$ cat src/rtl/fetch_queue_pkg.sv
// Shared types and helpers for the instruction fetch front-end.
package fetch_queue_pkg;

  typedef enum logic [0:0] {
    ST_IDLE = 1'b0,
    ST_WAIT = 1'b1
  } fq_state_e;

  // True when the FIFO occupancy after this cycle's push/pop stays below depth.
  function automatic logic fifo_space(input int unsigned count, input logic pop,
                                      input logic push, input int unsigned depth);
    int unsigned next_cnt;
    next_cnt = count + {31'd0, push} - {31'd0, pop};
    return (next_cnt < depth);
  endfunction

endpackage

$ cat src/rtl/fetch_fifo.sv
// DEPTH-entry synchronous FIFO holding {pc, instruction} pairs for decode.
module fetch_fifo #(
  parameter int DEPTH = 4,
  parameter int W     = 48,
  localparam int PW   = $clog2(DEPTH),
  localparam int CW   = $clog2(DEPTH + 1)
) (
  input  logic          i_clk,
  input  logic          i_rst_n,
  input  logic          push,
  input  logic          pop,
  input  logic          clear,
  input  logic [W-1:0]  din,
  output logic [CW-1:0] count,
  output logic [W-1:0]  head
);

  localparam logic [PW-1:0] PTR_ONE = PW'(1'b1);
  localparam logic [CW-1:0] CNT_FULL = CW'(DEPTH);

  logic [W-1:0]  mem_r [DEPTH];
  logic [PW-1:0] rd_ptr_r;
  logic [PW-1:0] wr_ptr_r;
  logic [CW-1:0] count_r;
  logic          pop_ok_s;
  logic          push_ok_s;

  assign pop_ok_s  = pop & (count_r != {CW{1'b0}}) & ~clear;
  assign push_ok_s = push & ~clear & ((count_r != CNT_FULL) | pop_ok_s);

  // Pointer and occupancy registers; a clear empties the FIFO outright.
  always_ff @(posedge i_clk or negedge i_rst_n) begin
    if (!i_rst_n) begin
      rd_ptr_r <= {PW{1'b0}};
      wr_ptr_r <= {PW{1'b0}};
      count_r  <= {CW{1'b0}};
    end else if (clear) begin
      rd_ptr_r <= {PW{1'b0}};
      wr_ptr_r <= {PW{1'b0}};
      count_r  <= {CW{1'b0}};
    end else begin
      if (push_ok_s) begin
        wr_ptr_r <= wr_ptr_r + PTR_ONE;
      end
      if (pop_ok_s) begin
        rd_ptr_r <= rd_ptr_r + PTR_ONE;
      end
      count_r <= count_r + CW'(push_ok_s) - CW'(pop_ok_s);
    end
  end

  // Entry storage; contents are only meaningful between the pointers.
  always_ff @(posedge i_clk) begin
    if (push_ok_s) begin
      mem_r[wr_ptr_r] <= din;
    end
  end

  assign count = count_r;
  assign head  = mem_r[rd_ptr_r];

endmodule

$ cat src/rtl/fetch_queue.sv
// Fetch front-end: owns the fetch PC, keeps one icache request in flight, buffers results.
module fetch_queue
  import fetch_queue_pkg::*;
#(
  parameter int              RW       = 16,
  parameter int              I_SIZE   = 32,
  parameter int              DEPTH    = 4,
  parameter logic [RW-1:0]   RESET_PC = '0
) (
  input  logic              i_clk,
  input  logic              i_rst_n,
  output logic              imem_req,
  output logic [RW-1:0]     imem_addr,
  output logic              imem_sync_next,
  output logic              imem_next,
  input  logic              imem_ack,
  input  logic [I_SIZE-1:0] imem_data,
  input  logic              i_branch,
  input  logic [RW-1:0]     i_branch_pc,
  output logic              o_valid,
  output logic [I_SIZE-1:0] o_instr,
  output logic [RW-1:0]     o_pc,
  input  logic              i_ready
);

  localparam int CW = $clog2(DEPTH + 1);
  localparam int EW = RW + I_SIZE;
  localparam logic [RW-1:0] PC_ONE = RW'(1'b1);

  fq_state_e       state_r, state_nxt_s;
  logic [RW-1:0]   pc_r, pc_nxt_s;
  logic [RW-1:0]   req_pc_r, req_pc_nxt_s;
  logic            drop_r, drop_nxt_s;
  logic [CW-1:0]   count_s;
  logic [EW-1:0]   head_s;
  logic            push_s, pop_s, clear_s;
  logic            req_s, sync_s;
  logic [RW-1:0]   addr_s;

  assign o_valid = (count_s != {CW{1'b0}});
  assign pop_s   = o_valid & i_ready;

  // State, PC and redirect bookkeeping registers.
  always_ff @(posedge i_clk or negedge i_rst_n) begin
    if (!i_rst_n) begin
      state_r  <= ST_IDLE;
      pc_r     <= RESET_PC;
      req_pc_r <= RESET_PC;
      drop_r   <= 1'b0;
    end else begin
      state_r  <= state_nxt_s;
      pc_r     <= pc_nxt_s;
      req_pc_r <= req_pc_nxt_s;
      drop_r   <= drop_nxt_s;
    end
  end

  // Next-state and request generation.
  always_comb begin
    state_nxt_s  = state_r;
    pc_nxt_s     = pc_r;
    req_pc_nxt_s = req_pc_r;
    drop_nxt_s   = drop_r;
    req_s        = 1'b0;
    sync_s       = 1'b0;
    addr_s       = pc_r;
    push_s       = 1'b0;
    clear_s      = 1'b0;
    case (state_r)
      ST_IDLE: begin
        if (i_branch) begin
          pc_nxt_s = i_branch_pc;
          clear_s  = 1'b1;
        end else if (fifo_space(32'(count_s), pop_s, 1'b0, 32'(DEPTH))) begin
          req_s        = 1'b1;
          state_nxt_s  = ST_WAIT;
          req_pc_nxt_s = pc_r;
          pc_nxt_s     = pc_r + PC_ONE;
          drop_nxt_s   = 1'b0;
        end else begin
          state_nxt_s = ST_IDLE;
        end
      end
      ST_WAIT: begin
        if (!imem_ack) begin
          req_s  = 1'b1;
          addr_s = req_pc_r;
          if (i_branch) begin
            // The in-flight response now belongs to the old path.
            drop_nxt_s = 1'b1;
            pc_nxt_s   = i_branch_pc;
            clear_s    = 1'b1;
          end else begin
            drop_nxt_s = drop_r;
          end
        end else begin
          push_s     = ~drop_r & ~i_branch;
          drop_nxt_s = 1'b0;
          if (i_branch) begin
            clear_s      = 1'b1;
            req_s        = 1'b1;
            sync_s       = 1'b1;
            addr_s       = i_branch_pc;
            req_pc_nxt_s = i_branch_pc;
            pc_nxt_s     = i_branch_pc + PC_ONE;
          end else if (fifo_space(32'(count_s), pop_s, push_s, 32'(DEPTH))) begin
            req_s        = 1'b1;
            sync_s       = 1'b1;
            addr_s       = pc_r;
            req_pc_nxt_s = pc_r;
            pc_nxt_s     = pc_r + PC_ONE;
          end else begin
            state_nxt_s = ST_IDLE;
          end
        end
      end
      default: begin
        state_nxt_s = ST_IDLE;
      end
    endcase
  end

  fetch_fifo #(
    .DEPTH (DEPTH),
    .W     (EW)
  ) u_fifo (
    .i_clk   (i_clk),
    .i_rst_n (i_rst_n),
    .push    (push_s),
    .pop     (pop_s),
    .clear   (clear_s),
    .din     ({req_pc_r, imem_data}),
    .count   (count_s),
    .head    (head_s)
  );

  // Request strobes are forced low for as long as reset is held.
  assign imem_req       = req_s & i_rst_n;
  assign imem_sync_next = sync_s & i_rst_n;
  assign imem_addr      = addr_s;
  assign imem_next      = 1'b0;
  assign o_pc           = head_s[EW-1:I_SIZE];
  assign o_instr        = head_s[I_SIZE-1:0];

endmodule

$ cat config.mk
export PLATFORM = sky130hd
export DESIGN_NAME = fetch_queue
export DESIGN_NICKNAME = d
export VERILOG_FILES = /design/src/rtl/fetch_queue_pkg.sv /design/src/rtl/fetch_fifo.sv /design/src/rtl/fetch_queue.sv
export SDC_FILE = /design/constraint.sdc
export NUM_CORES = 1
export LEC_CHECK = 0
export CAP_MARGIN = 40
export CORE_UTILIZATION = 65
export DETAILED_ROUTE_END_ITERATION = 6
export DONT_BUFFER_PORTS = 1
export GPL_ROUTABILITY_DRIVEN = 1
export MAX_ROUTING_LAYER = met4
export PLACE_DENSITY = 0.81
export RECOVER_POWER = 50
export SYNTH_ARGS = -nofsm -noshare
export SYNTH_HDL_FRONTEND = slang
export SYNTH_SLANG_ARGS = --single-unit
$ cat constraint.sdc
create_clock -name i_clk -period 4.95 [get_ports i_clk]
set_input_delay 0.99 -clock i_clk [delete_from_list [all_inputs] [get_ports i_clk]]
set_output_delay 0.99 -clock i_clk [all_outputs]
set_load 0.02 [all_outputs]
# [After elaboration in Yosys (flattened, before gate mapping)]
# Memory sizes are Yosys's and may differ from the RTL's.
# Index checks and enable logic that the tools add are counted.
[word_totals] regBits=41 ram_bits=192 input_bits=53 output_inout_bits=68 n_memories=1
[memory_table] memory="u_fifo.mem_r" words=4 width=48 read_ports=1 rd_clocked_by_memory_dff=0 write_ports=1 line="fetch_fifo.sv:21" text="logic [W-1:0] mem_r [DEPTH];"
[classes] addsub=9 magnitude_cmp=2 eq_ne=8 n_mux=38 bitwise_logic=13 reduce_logical=6
[op_table] op="16-bit 2-to-1 mux" n=13
[op_table] op="32-bit by 3-bit less-than comparator with 1-bit output (second input constant)" n=2
[op_table] op="16-bit case mux with 2 select lines" n=2
[op_table] op="16-bit by 1-bit adder with 16-bit output (second input constant)" n=2
[op_table] op="1-bit 2-to-1 mux" n=16
[op_table] op="3-bit != test (second input constant)" n=3
[op_table] op="1-bit AND" n=8
[op_table] op="2-bit 2-to-1 mux" n=4
[op_table] op="2-bit != test (second input constant)" n=3
[op_table] op="4-bit by 1-bit subtractor with 5-bit output" n=1
[op_table] op="2-bit by 1-bit adder with 2-bit output (second input constant)" n=2
[op_table] op="3-bit by 1-bit adder with 4-bit output" n=1
[op_table] op="4-bit by 3-bit != test with 1-bit output (second input constant)" n=1
[op_table] op="1-bit inverter" n=4
[op_table] op="1-bit case mux with 2 select lines" n=2
[op_table] op="4-bit AND reduction" n=1
[op_table] op="2-bit nonzero test" n=2
[op_table] op="3-bit by 1-bit subtractor with 4-bit output" n=1
[op_table] op="3-bit by 1-bit adder with 3-bit output" n=1
[op_table] op="3-bit 2-to-1 mux" n=1
[op_table] op="3-bit by 2-bit != test with 1-bit output (second input constant)" n=1
[op_table] op="3-bit AND reduction" n=1
[op_table] op="3-bit nonzero test" n=1
[op_table] op="3-bit by 1-bit subtractor with 3-bit output" n=1
[op_table] op="other kinds (2)" n=2

# [Longest topological paths before layout]
# Gate-level depths: netlist (run 1).
[logic_depth] depth_word=10 ltp_mapped=12 depth_no_buf=10

# [Hierarchy]
# Synthesis (run 1) repeated with hierarchy kept, for this count alone.
[unflattened] cells_unflattened=678 area_unflattened_um2=10591.4
[by_module_without_submodules] mod="fetch_fifo" n_inst=1 cells_per_inst=296 area_per_inst_um2=7462.2 seq_area_each_um2=5940.7
[by_module_without_submodules] mod="fetch_queue" n_inst=1 cells_per_inst=382 area_per_inst_um2=3129.3 seq_area_each_um2=850.8

# [Least setup slack after synthesis (run 1)]
# OpenSTA, ideal clock, no wires.
[synth_timing] path_kind="input -> output" start="input i_ready" end="output imem_sync_next" arrival_ps=2989 required_ps=3960 path_slack_ps=971 stages=8 n_path_buf=0 cell_sequence="and2_1 > ha_1 > inv_1 > ha_1 > nor4b_4 > nor4_2 > nor3_4 > nor3b_1"
[synth_between] elab_chain_len=8
[synth_lines] item="start: declaration" line="fetch_queue.sv:23" text="input logic i_ready"
[synth_lines] item="1-bit AND" line="fetch_queue.sv:41" text="assign pop_s = o_valid & i_ready;"
[synth_lines] item="4-bit by 1-bit subtractor with 5-bit output" line="fetch_queue_pkg.sv:13" text="next_cnt = count + {31'd0, push} - {31'd0, pop};"
[synth_lines] item="32-bit by 3-bit less-than comparator with 1-bit output" line="fetch_queue_pkg.sv:14" text="return (next_cnt < depth);"
[synth_lines] item="1-bit 2-to-1 mux" line="fetch_queue.sv:106" text="end else if (fifo_space(32'(count_s), pop_s, push_s, 32'(DEPTH))) begin"
[synth_lines] item="1-bit 2-to-1 mux" line="fetch_queue.sv:99" text="if (i_branch) begin"
[synth_lines] item="1-bit 2-to-1 mux" line="fetch_queue.sv:85" text="if (!imem_ack) begin"
[synth_lines] item="1-bit 2-to-1 mux" line="fetch_queue.sv:69" text="case (state_r)"
[synth_lines] item="1-bit AND" line="fetch_queue.sv:139" text="assign imem_sync_next = sync_s & i_rst_n;"
[synth_lines] item="end: declaration" line="fetch_queue.sv:14" text="output logic imem_sync_next,"
# Every way passes these cells.

# [Worst setup path after layout (run 1)]
[layout_timing] start="register u_fifo.count_r[1] (netlist: u_fifo.count[1])" end="output imem_sync_next"
[layout_between] elab_chain_len=9 elab_cells_between_ends=10
[layout_lines] item="start: declaration" line="fetch_fifo.sv:24" text="logic [CW-1:0] count_r;"
[layout_lines] item="start signal: assignment" line="fetch_fifo.sv:36" text="count_r <= {CW{1'b0}};"
[layout_lines] item="start signal: assignment" line="fetch_fifo.sv:40" text="count_r <= {CW{1'b0}};"
[layout_lines] item="start signal: assignment" line="fetch_fifo.sv:48" text="count_r <= count_r + CW'(push_ok_s) - CW'(pop_ok_s);"
[layout_lines] item="3-bit nonzero test" line="fetch_queue.sv:40" text="assign o_valid = (count_s != {CW{1'b0}});"
[layout_lines] item="net o_valid" line="fetch_queue.sv:20" text="output logic o_valid,"
[layout_lines] item="1-bit AND" line="fetch_queue.sv:41"
[layout_lines] item="4-bit by 1-bit subtractor with 5-bit output" line="fetch_queue_pkg.sv:13"
[layout_lines] item="32-bit by 3-bit less-than comparator with 1-bit output" line="fetch_queue_pkg.sv:14"
[layout_lines] item="1-bit 2-to-1 mux" line="fetch_queue.sv:106"
[layout_lines] item="1-bit 2-to-1 mux" line="fetch_queue.sv:99"
[layout_lines] item="1-bit 2-to-1 mux" line="fetch_queue.sv:85"
[layout_lines] item="1-bit 2-to-1 mux" line="fetch_queue.sv:69"
[layout_lines] item="1-bit AND" line="fetch_queue.sv:139"
# The timed path passes the listed nets, and every way through them passes these cells.

==> results by group, run 1 <==
Critical path
  – Critical path type: flip-flop to primary output
  – WP data arrival: 3.64 ns
  – CP startpoint kind: flip-flop
  – Reg-to-reg slack, setup: 0.88 ns
  – CP Max Fanout: 7
  – Critical Path End Type: primary output
  – Worst reg2reg path depth: 10
  – Required time worst endpoint: around 4.0 ns

Detailed routing
  – Top Layer Used: met4
  – Routed len/inst: ~29 um
  – Initial DRC count: a little under 900
  – Detail Route Antenna Nets: 0
  – Drt total wl: 26.8 mm
  – Wire length on met3: slightly below 3 mm
  – Via count: 6476
  – # DRC: 5
  – First-pass detailed-route iteration total: 7
  – Met1 Wirelength: between 9 and 10 mm
  – Met2 Wirelength: 13.5 mm
  – Vias per inst: around 7

Power
  – Worst IR drop on VDD: 0.000480 V
  – Pleak: 0.00381 uW
  – Power per cell area: approximately 570 mW/mm^2

Synth
  – Area contributors post-synth: edfxtp_1 (55%), mux4_2 (10%), dfrtp_1 (9.8%), ha_1 (1.7%), nor2_1 (1.6%)
  – Yosys reg bits: about 230
  – Synth top area share: 0.551
  – Cell taking the most area after synthesis: edfxtp_1
  – FFs w/ async S/R, synth: 0.176
  – Ys Warns: 0
  – Post-synth EDFFs: between 150 and 200
  – Mapped Area: 0.0105 sq mm
  – Post-synthesis cell type count: between 60 and 70
  – Syn avg cell area: approximately 15 sq um
  – Syn Nets: roughly 750
  – Post-Syn Instances: 686
  – Most used DFF post-synth: edfxtp_1
  – Sequential area share after synthesis: 0.649

STA
  – Tcrit/Tclk final: 0.936
  – Hold slack: between 0.15 and 0.2 ns
  – Slew of the pin with the lowest slew margin: 0.974 ns
  – Fin Setup TNS: 0 ns
  – Slew margin rel.: 0.351
  – Fmax: between 0.2 and 0.25 GHz
  – Post-layout min period: between 4 and 5 ns
  – Final hold vios: 0
  – Clock skew: about 0.012 ns
  – RSZ-0062 raised after global routing: no
  – Final setup fails: 0
  – Slew Limit Fails: 0

Placed design
  – Post-detail-place hpwl: about 16 mm
  – DP Area: roughly 0.011 sq mm
  – # port buffers: 0
  – Gpl congestion: 0.970

Clocking
  – Post-CTS Setup Repair Bufs: 0
  – Worst-Skew Late Latency: approximately 0.52 ns
  – Root Driver: clkbuf_16
  – CTS H-Tree Depth: 1
  – Clk buf depth: 3
  – # resized after CTS: 0
  – Total clock sinks: ~230
  – CTS Buf Count: 24
  – CTS tree: yes
  – Hold Buf Count CTS: 0
  – Clock transition at the registers of the reported paths: roughly 0.070 ns

Floorplan
  – # IOs: between 100 and 150
  – Number of cell rows: 46
  – Die footprint: around 0.017 sq mm
  – Die Wd: between 100 and 150 um
  – Initial core utilization: 0.662
  – Core Footprint: approximately 0.016 sq mm
  – Die span in y: roughly 130 um

Run status
  – Failing checks: design-rule violations
  – Outcome: complete, but fails checks

Cells and area
  – ANT cells: 0
  – Area Growth Syn to Fin: 9.34%
  – Final Net Count: between 700 and 800
  – Share of cells above drive strength 1: 0.195
  – Core Util, Final: 0.723
  – Design Area, Final: 0.0114 sq mm

Global routing
  – Vias in the first global route: between 6000 and 7000
  – Total gr overflow: 0
  – First-pass GRT wire length: between 40 and 50 mm
  – Largest net degree at the start of global routing: between 50 and 60
  – Overall Global Routing Usage: 0.348
  – Initial antenna violation count: 0

Flow run
  – Max cap viols: 0

Min path
  – Hold Crit Class: input pin to asynchronous set/reset pin
worst paths after layout:
path | endpoint | start
max | imem_sync_next | u_fifo.count[1]
min | req_pc_r[12] | i_rst_n
max reg2reg | req_pc_r[4] | u_fifo.count[1]
min reg2reg | u_fifo.mem_r[0][47] | req_pc_r[15]
max in group asynchronous | u_fifo.rd_ptr_r[0] | i_rst_n
min in group i_clk | u_fifo.rd_ptr_r[0] | i_branch
cell type report:
| class | count | area [sq um] |
|---|---|---|
| Clock buffer | 31 | 658 |
| Sequential cell | 233 | 6800 |
| Fill cell | 951 | 4380 |
| Timing Repair Buffer | 17 | 144 |
| Multi-Input combinational cell | 388 | 3390 |
| Tap cell | 216 | 270 |
| Clock inverter | 13 | 129 |
| Inverter | 16 | 60.1 |
through the flow:
step | total power (uW) | worst slack (ns) | std cells
2_1_floorplan | 4270 | 0.971 | 686
3_3_place_gp | 4600 | 1.01 | 869
3_5_place_dp | 4720 | 0.883 | 870
4_1_cts | 6580 | 0.337 | 914
5_1_grt | 6800 | 0.106 | 914
6_report | 6580 | 0.316 | 914
cells in the final DEF, fill, tap and decap left out, types with 18 or more instances in the layout:
cell	n
clkbuf_16	25
nand2_1	34
edfxtp_1	192
a21oi_1	28
mux4_2	48
dfrtp_1	39
nor2_1	45
nand3_1	25
o21ai_0	18
per-layer routing:
metal	global-route usage	vias to the layer above
met2	0.570	451
met5	-	-
met1	0.433	3243
met3	0.0782	84
li1	-	2698
met4	0.115	0
registers in the layout, indices dropped and copies added, names as in the netlist:
register,count
u_fifo.mem_r,192
pc_r,16
state_r,1
u_fifo.wr_ptr_r,2
u_fifo.rd_ptr_r,2
req_pc_r,16
u_fifo.count,3
drop_r,1
worst max-delay path, stage by stage, from the launching register on:
cell,delay [ns]
dfrtp_1,0.43
or3_1,0.52
and2_0,0.27
ha_1,0.24
inv_1,0.07
ha_1,0.22
nor4b_4,0.14
nor4_2,0.64
nor3_4,0.17
nor3b_1,0.25
buf_4,0.18
cells in the mapped netlist, types with 4 or more instances:
cell type,instances
nand2_1,34
a22oi_1,4
nor4_1,6
a31oi_1,5
and2_1,8
mux2_4,9
xor2_1,5
buf_4,4
buf_2,11
a221oi_1,8
nor3_1,12
buf_1,5
nand4_1,8
inv_1,15
nand3_1,25
clkbuf_1,26
o22ai_1,16
xnor2_1,8
and3_1,4
mux2i_1,12
ha_1,14
edfxtp_1,192
nand2b_1,5
a21oi_1,28
o21ai_0,18
mux2_2,10
nor2_1,45
nor2b_1,4
mux4_2,48
dfrtp_1,41
cell families (layout without fill, tap and decap cells):
family                   after synthesis  in the layout  synth area share
AND/OR/NAND/NOR                      166            166            0.0814
other                                  1              1          0.000358
adder cells (fa/ha/maj)               15             15            0.0186
multiplexers                          79             79             0.138
buffers and inverters                 65             77            0.0282
AO/OA/AOI/OAI                        114            114            0.0736
flip-flops                           233            233             0.649
XOR/XNOR                              13             13            0.0109
power by group:
| group | switching (uW) | internal (uW) |
|---|---|---|
| clock | 757 | 1050 |
| combinational | 1190 | 777 |
| sequential | 376 | 2430 |
Power figures use the tool's default switching activity.
==> run 2, diff against run 1 <==
--- a/config.mk
+++ b/config.mk
@@ -13,6 +13,8 @@
 export MAX_ROUTING_LAYER = met4
 export PLACE_DENSITY = 0.81
 export RECOVER_POWER = 50
+export SETUP_SLACK_MARGIN = 0.4
 export SYNTH_ARGS = -nofsm -noshare
 export SYNTH_HDL_FRONTEND = slang
+export SYNTH_HIERARCHICAL = 1
 export SYNTH_SLANG_ARGS = --single-unit
==> run 2 against run 1 <==
Against the previous run: the run now ends clean; fmax up 3.0%; area after synthesis up 1.1%; via count down 6.3%; register-to-register slack better by 0.37 ns; final cell count down 0.77%; critical endpoint is now imem_req; largest cell class unchanged.
==> results by group, run 2 <==
Run status
  – Outcome: finished, final reports clean

Floorplan
  – Number of cell rows: 46 (unchanged)
  – Die span in y: 130 um (+0.56%)
  – # IOs: 121 (unchanged)
  – Die footprint: 0.0168 sq mm (+1.1%)
  – Core Footprint: 0.0159 sq mm (+0.36%)
  – Initial core utilization: 0.667 (+0.00516)
  – Die Wd: 130 um (+0.56%)

Detailed routing
  – Vias per inst: 6.69 (-5.5%)
  – Drt total wl: 24.0 mm (-10%)
  – Initial DRC count: 676 (-23%)
  – # DRC: 0 (-5)
  – Detail Route Antenna Nets: 0 (unchanged)
  – Routed len/inst: 26.5 um (-9.7%)
  – First-pass detailed-route iteration total: 5 (-2)
  – Via count: 6070 (-6.3%)

Power
  – Worst IR drop on VDD: 0.000297 V (-38%)
  – Pleak: 0.00378 uW (-0.70%)
  – Power per cell area: 465 mW/mm^2 (-19%)

Global routing
  – First-pass GRT wire length: 36.2 mm (-11%)
  – Vias in the first global route: 6055 (-7.4%)
  – Overall Global Routing Usage: 0.304 (-0.0439)
  – Initial antenna violation count: 0 (unchanged)
  – Total gr overflow: 0 (unchanged)
  – Largest net degree at the start of global routing: 64 (+19%)

Critical path
  – CP Depth: 11 (+1)
  – Critical path, cell by cell: or3_1 -> and2_4 -> ha_2 -> inv_1 -> ha_1 -> and3b_1 -> or4b_1 -> a22o_1 -> a21oi_2 -> o21bai_1 -> and2_4
  – Reg-to-reg startpoint: u_fifo/count[1]
  – Reg-to-reg slack, setup: 1.25 ns (+0.37 ns)
  – WP data arrival: 3.51 ns (-0.13 ns)
  – CP startpoint kind: flip-flop
  – Critical Path End Type: primary output
  – CP max-delay cell: or4b_1
  – Critical path type: flip-flop to primary output
  – CP bufs+invs: 1 (-1)
  – Top Family by Delay on Critical Path: simple AND/OR/NAND/NOR gates
  – Crit Reg-Reg Endpoint: pc_r[3]
  – Worst reg2reg path depth: 12 (+2)
  – Required time worst endpoint: 3.96 ns (about the same)
  – Worst setup endpoint: imem_req
  – Cell mode on critical path: and2_4
  – Critical path origin: u_fifo/count[1]
  – Max incr delay on CP: 0.52 ns (-0.12 ns)
  – CP Max Fanout: 4 (-3)

Clocking
  – Root Driver: clkbuf_16
  – Total clock sinks: 233 (unchanged)
  – Clk buf depth: 3 (unchanged)
  – CTS H-Tree Depth: 1 (unchanged)
  – Clock transition at the registers of the reported paths: 0.07 ns (about the same)
  – Hold Buf Count CTS: 0 (unchanged)
  – CTS tree: yes
  – Worst-Skew Late Latency: 0.51 ns (about the same)
  – CTS Buf Count: 24 (unchanged)

STA
  – Final hold vios: 0 (unchanged)
  – Slew Limit Fails: 0 (unchanged)
  – Slew of the pin with the lowest slew margin: 1.40 ns (+0.429 ns)
  – Final setup fails: 0 (unchanged)
  – Slew margin rel.: 0.0646 (-0.286)
  – RSZ-0062 raised after global routing: no
  – Fin Setup TNS: 0 ns (unchanged)
  – Fmax: 0.222 GHz (+3.0%)
  – Post-layout min period: 4.50 ns (-0.134 ns)
  – Clock skew: 0.0170 ns (+0.00466 ns)
  – Tcrit/Tclk final: 0.909 (-0.0271)

Cells and area
  – Max reg flops: 192 (unchanged)
  – Area Growth Syn to Fin: 8.60%
  – Most flops, register: u_fifo/mem_r
  – Most common cell after layout, fill and taps aside: edfxtp_1
  – Post-Layout Cell Count: 907 (-0.77%)
  – Share of cells above drive strength 1: 0.237 (+0.0425)
  – ANT cells: 0 (unchanged)
  – Final Net Count: 740 (-1.1%)
  – Commonest non-fill, non-tap cells in the layout: edfxtp_1 (192), mux4_2 (48), mux2_2 (37), dfrtp_1 (36), nor2_1 (35)
  – Largest regs: u_fifo/mem_r: 192 flops, pc_r: 16 flops, req_pc_r: 16 flops

Synth
  – Post-synthesis cell type count: 61 (-9.0%)
  – Area contributors post-synth: edfxtp_1 (54%), mux4_2 (10%), dfrtp_1 (9.7%), mux2_2 (3.8%), a21oi_1 (1.6%)
  – Cell taking the most area after synthesis: edfxtp_1
  – Synth top area share: 0.544 (-0.00624)
  – FFs w/ async S/R, synth: 0.176 (unchanged)
  – Sequential area share after synthesis: 0.641 (-0.00736)
  – Yosys reg bits: 233 (unchanged)
  – Mapped Area: 0.0106 sq mm (+1.1%)
  – Most numerous cell in the Yosys netlist: edfxtp_1
  – Syn Nets: 745 (-1.2%)
  – Most used DFF post-synth: edfxtp_1
  – Post-synth EDFFs: 192 (unchanged)
  – Post-Syn Instances: 678 (-1.2%)
  – Ys Warns: 6 (+6)
  – Syn avg cell area: 15.6 sq um (+2.3%)
  – Most common library cells after synthesis: edfxtp_1 (192), mux4_2 (48), dfrtp_1 (41)

Min path
  – Hold Crit Class: input pin to asynchronous set/reset pin

Placed design
  – Gpl congestion: 0.969 (-0.12%)
  – # port buffers: 0 (unchanged)
  – Post-detail-place hpwl: 14.3 mm (-13%)
  – Post-Place Cells: 860 (-1.1%)

Flow run
  – Max cap viols: 0 (unchanged)
==> run 2: changes by cell type after synthesis, sizes merged, moves of 5 or more <==
cell | before | now
mux2 | 19 | 37
nor2 | 45 | 35
nand3 | 26 | 17
xnor2 | 8 | 16
a21oi | 28 | 35
a221oi | 8 | 1
nand2 | 34 | 27
a2111oi | 0 | 6
o21ai | 19 | 13
mux2i | 12 | 7
==> run 2: metal layers <==
| layer | share of wire | wire, um | GRT usage | up-vias |
|---|---|---|---|---|
| li1 | - | - | - | 2660 |
| met1 | 0.38 | 9100 | 0.389 | 3068 |
| met2 | 0.50 | 12000 | 0.483 | 294 |
| met3 | 0.095 | 2280 | 0.0793 | 48 |
| met4 | 0.025 | 606 | 0.0917 | 0 |
| met5 | 0 | 0 | - | - |
==> run 2: cells by family after synthesis <==
family,Yosys count,synth area share
flops,233,0.641
fa+ha+maj,14,0.0172
xor+xnor,25,0.0207
mux,92,0.148
simple gates,143,0.0695
compound gates,106,0.0689
buf+inv,64,0.0338
other cells,1,0.000354
==> run 2: how the worst min path moves through the flow <==
stage	to	depth (start not counted)	slack (ns)	startpoint
final	pc_r[5]	0	0.17	i_rst_n
after global routing	req_pc_r[12]	0	0.15	i_rst_n
after CTS	pc_r[5]	0	0.16	i_rst_n
after detailed placement	drop_r	2	0.54	drop_r
after global placement	u_fifo/mem_r[2][32]	0	0.52	req_pc_r[0]
after floorplan	u_fifo/mem_r[0][34]	0	0.49	req_pc_r[2]
==> run 2: area by class of cell <==
cell class              count  area (sq um)
flip-flops and latches    233          6800
fillers                  1004          4380
multi-input cells         381          3440
clock buffers              29           641
well taps                 216           270
clock inverters            15           160
repair buffers             16           126
inverters                  17          63.8
==> run 2: power breakdown <==
group,internal [uW],switching [uW],leakage [uW]
combinational,366,540,0.00118
sequential,2360,247,0.00221
clock,1080,751,0.000391
==> run 2: through the flow <==
stage / hold slack [ns] / instance area [sq um] / power, uW / util / setup slack, ns
after CTS: 0.157 / 11500 / 5360 / 0.726 / 0.412
final: 0.172 / 11500 / 5350 / 0.724 / 0.450
after floorplan: 0.493 / 10600 / 3300 / - / 0.401
after global placement: 0.523 / 10700 / 3460 / 0.672 / 0.768
after global routing: 0.153 / 11500 / 5530 / 0.724 / 0.299
after detailed placement: 0.545 / 10700 / 3520 / 0.674 / 0.668
==> run 2: repair_timing <==
action                     4_1_cts  5_1_grt
pin swaps                        0        2
buffers inserted                 2        1
setup endpoints to repair        2        2
cloned                           0        0
resized for setup                4        3
==> run 2: worst reg2reg max path, stage by stage, from the launching register on <==
cell     delay, ns
dfrtp_2       0.40
or3_1         0.50
and2_4        0.23
ha_2          0.18
inv_1         0.05
ha_1          0.21
and3b_1       0.19
or4b_1        0.52
a22o_1        0.27
buf_4         0.21
a21oi_1       0.33
nor2_1        0.20
mux2_2        0.31
==> run 3, diff against run 2 <==
--- a/config.mk
+++ b/config.mk
@@ -5,6 +5,7 @@
 export SDC_FILE = /design/constraint.sdc
 export NUM_CORES = 1
 export LEC_CHECK = 0
+export ABC_AREA = 1
 export CAP_MARGIN = 40
 export CORE_UTILIZATION = 65
 export DETAILED_ROUTE_END_ITERATION = 6
==> run 3 against run 2 <==
Against the previous run: die area is 4.2% higher; worst hold slack improved by 0.024 ns; first-iteration DRC count decreased by 11%.
==> results by group, run 3 <==
Synth
  – Yosys reg bits: 233 (unchanged)
  – Post-synthesis cell type count: 40 (-34%)
  – Area contributors post-synth: edfxtp_1 (52%), dfrtp_1 (9.3%), nand2_1 (8.6%), o21ai_0 (5.6%), nor2_1 (5.0%)
  – Mapped Area: 0.0110 sq mm (+4.3%)
  – Post-synth EDFFs: 192 (unchanged)
  – Post-Syn Instances: 1113 (+64%)
  – Most common library cells after synthesis: nand2_1 (253), edfxtp_1 (192), nor2_1 (148)
  – Ys Warns: 6 (unchanged)
  – Cell taking the most area after synthesis: edfxtp_1
  – FFs w/ async S/R, synth: 0.176 (unchanged)
  – Synth top area share: 0.522 (-0.0223)
  – Most used DFF post-synth: edfxtp_1
  – Syn avg cell area: 9.92 sq um (-36%)
  – Syn Nets: 1180 (+58%)
  – Most numerous cell in the Yosys netlist: nand2_1
  – Sequential area share after synthesis: 0.615 (-0.0262)

Power
  – Clock network power share: 0.314 (-0.029)
  – Worst IR drop on VDD: 0.000247 V (-17%)
  – Register share of total power: 0.524 (+0.036)
  – Pleak: 0.00453 uW (+20%)
  – Comb pwr share: 0.162 (-0.007)
  – Internal cell power: 3430 uW (-10%)
  – Switching Fraction: 0.292 (+0.00473)
  – NetSw: 1410 uW (-8.0%)
  – Power per cell area: 413 mW/mm^2 (-11%)

STA
  – Fmax: 0.240 GHz (+8.1%)
  – Final hold vios: 0 (unchanged)
  – Slew of the pin with the lowest slew margin: 1.42 ns (+0.0161 ns)
  – Slew Limit Fails: 0 (unchanged)
  – Tcrit/Tclk final: 0.841 (-0.0681)
  – Fin Setup TNS: 0 ns (unchanged)
  – Final setup fails: 0 (unchanged)
  – Hold slack: 0.195 ns (+0.0236 ns)
  – Post-layout min period: 4.16 ns (-0.337 ns)
  – Clock skew: 0.00768 ns (-0.00936 ns)
  – Slew margin rel.: 0.0539 (-0.0107)
  – RSZ-0062 raised after global routing: no

Cells and area
  – Max reg flops: 192 (unchanged)
  – Share of cells above drive strength 1: 0.0750 (-0.162)
  – Most common cell after layout, fill and taps aside: nand2_1
  – Most flops, register: u_fifo/mem_r
  – Post-Layout Cell Count: 1327 (+46%)
  – ANT cells: 0 (unchanged)
  – Final Net Count: 1158 (+56%)
  – Commonest non-fill, non-tap cells in the layout: nand2_1 (253), edfxtp_1 (192), nor2_1 (144), o21ai_0 (124), inv_1 (55)
  – Area Growth Syn to Fin: 6.31%
  – Design Area, Final: 0.0117 sq mm (+2.1%)
  – Core Util, Final: 0.708 (-0.0161)
  – Largest regs: u_fifo/mem_r: 192 flops, pc_r: 16 flops, req_pc_r: 16 flops

Floorplan
  – Core Footprint: 0.0166 sq mm (+4.4%)
  – Die Wd: 132 um (+2.1%)
  – Initial core utilization: 0.666 (-0.000833)
  – # IOs: 121 (unchanged)
  – Die footprint: 0.0175 sq mm (+4.2%)
  – Die span in y: 132 um (+2.1%)
  – Number of cell rows: 47 (+2.2%)

Global routing
  – Largest net degree at the start of global routing: 98 (+53%)
  – First-pass GRT wire length: 37.0 mm (+2.0%)
  – Overall Global Routing Usage: 0.276 (-0.0287)
  – Total gr overflow: 0 (unchanged)
  – Initial antenna violation count: 0 (unchanged)
  – Vias in the first global route: 7327 (+21%)

Critical path
  – Max incr delay on CP: 0.46 ns (-0.06 ns)
  – CP bufs+invs: 3 (+2)
  – CP Depth: 13 (+2)
  – CP max-delay cell: dfrtp_1
  – Reg-to-reg slack, setup: 1.71 ns (+0.46 ns)
  – Cell mode on critical path: inv_1
  – Critical path, cell by cell: inv_1 -> nand3_1 -> nand2_2 -> inv_1 -> ha_1 -> inv_1 -> ha_1 -> a31oi_1 -> or2_1 -> nand3_2 -> nand2_1 -> nand2_1 -> nor2_1
  – Worst setup endpoint: imem_sync_next
  – Critical Path End Type: primary output
  – Crit Reg-Reg Endpoint: u_fifo/mem_r[0][21]
  – Worst reg2reg path depth: 9 (-3)
  – WP data arrival: 3.17 ns (-0.34 ns)
  – CP startpoint kind: flip-flop
  – Reg-to-reg startpoint: u_fifo/count[1]
  – Required time worst endpoint: 3.96 ns (about the same)
  – CP Max Fanout: 7 (+3)
  – Critical path type: flip-flop to primary output
  – Top Family by Delay on Critical Path: simple AND/OR/NAND/NOR gates
  – Critical path origin: u_fifo/count[1]

Clocking
  – CTS Buf Count: 23 (-4.2%)
  – Root Driver: clkbuf_16
  – Total clock sinks: 233 (unchanged)
  – Post-CTS Setup Repair Bufs: 0 (-2)
  – Clock transition at the registers of the reported paths: 0.06 ns (about the same)
  – CTS tree: yes
  – Hold Buf Count CTS: 0 (unchanged)
  – Clk buf depth: 3 (unchanged)
  – CTS H-Tree Depth: 1 (unchanged)
  – Worst-Skew Late Latency: 0.49 ns (-0.02 ns)
  – # resized after CTS: 0 (-4)

Min path
  – Hold Crit Class: input pin to asynchronous set/reset pin

Placed design
  – Post-detail-place hpwl: 14.5 mm (+1.6%)
  – DP Area: 0.0111 sq mm (+3.6%)
  – # port buffers: 0 (unchanged)
  – Gpl congestion: 0.961 (-0.76%)
  – Post-Place Cells: 1286 (+50%)

Detailed routing
  – Initial DRC count: 599 (-11%)
  – Detail Route Antenna Nets: 0 (unchanged)
  – First-pass detailed-route iteration total: 5 (unchanged)
  – Vias per inst: 5.91 (-12%)
  – Drt total wl: 23.5 mm (-2.0%)
  – # DRC: 0 (unchanged)
  – Routed len/inst: 17.7 um (-33%)
  – Via count: 7845 (+29%)

Flow run
  – Max cap viols: 0 (unchanged)

Run status
  – Outcome: finished, final reports clean
[run 3: cell types whose count changed in the layout (fill, tap and decap cells not counted), sizes merged, moves of 18 or more]
cell and delta:
mux4 -48, o21ai +129, nor2 +115, mux2 -37, o22ai +29, inv +49
nand3 +38, nand2 +238, a21oi -18
[run 3: kinds of logic (layout without fill, tap and decap cells)]
family | after synthesis | after routing | synth area share
buffers and inverters | 123 | 117 | 0.0531
and+or+nand+nor | 503 | 503 | 0.192
other | 1 | 1 | 0.000340
AOI/OAI and AO/OA | 236 | 236 | 0.120
xor gates and xnor gates | 3 | 3 | 0.00238
DFF | 233 | 233 | 0.615
adders and majority gates | 14 | 14 | 0.0165
[run 3: worst min-delay path by stage]
| stage | cells past startpoint | to | start |
|---|---|---|---|
| detailed placement | 2 | pc_r[15] | pc_r[15] |
| global placement | 2 | pc_r[15] | pc_r[15] |
| global route | 0 | req_pc_r[14] | i_rst_n |
| CTS | 0 | pc_r[9] | i_rst_n |
| floorplan | 2 | pc_r[15] | pc_r[15] |
| finish | 0 | pc_r[0] | i_rst_n |
[run 3: area by class of cell]
type,instances,area [sq um]
Clock buffer,29,598
Clock inverter,12,62.6
Fill cell,1211,4840
Inverter,65,249
Multi-Input combinational cell,757,3690
Sequential cell,233,6790
Tap cell,220,275
Timing Repair Buffer,11,72.6
[run 3: worst register-to-register path, delay by kind of cell (launching register included)]
kind	cells	cell delay, ns
buffers and inverters	3	1.39
flip-flops	1	0.47
AND/OR/NAND/NOR	6	0.96
[run 3: per-layer routing]
| metal | vias to the layer above | share of wire | track usage |
|---|---|---|---|
| met5 | - | 0 | - |
| met4 | 0 | 0.020 | 0.0773 |
| met3 | 32 | 0.081 | 0.0527 |
| met1 | 3691 | 0.41 | 0.345 |
| li1 | 3825 | - | - |
| met2 | 297 | 0.49 | 0.461 |
[run 3: through the flow]
step / total power, uW / worst slack [ns]
floorplan: 3150 / 0.385
global placement: 3320 / 1.22
detailed placement: 3340 / 1.17
CTS: 4860 / 0.990
global route: 5050 / 0.549
finish: 4840 / 0.787
[run 3: power by group through the flow]
stage | combinational (uW) | sequential, uW | clock, uW
floorplan | 643 | 2500 | 0
global placement | 760 | 2560 | 0
detailed placement | 778 | 2570 | 0
CTS | 782 | 2530 | 1540
global route | 871 | 2560 | 1620
finish | 785 | 2540 | 1520
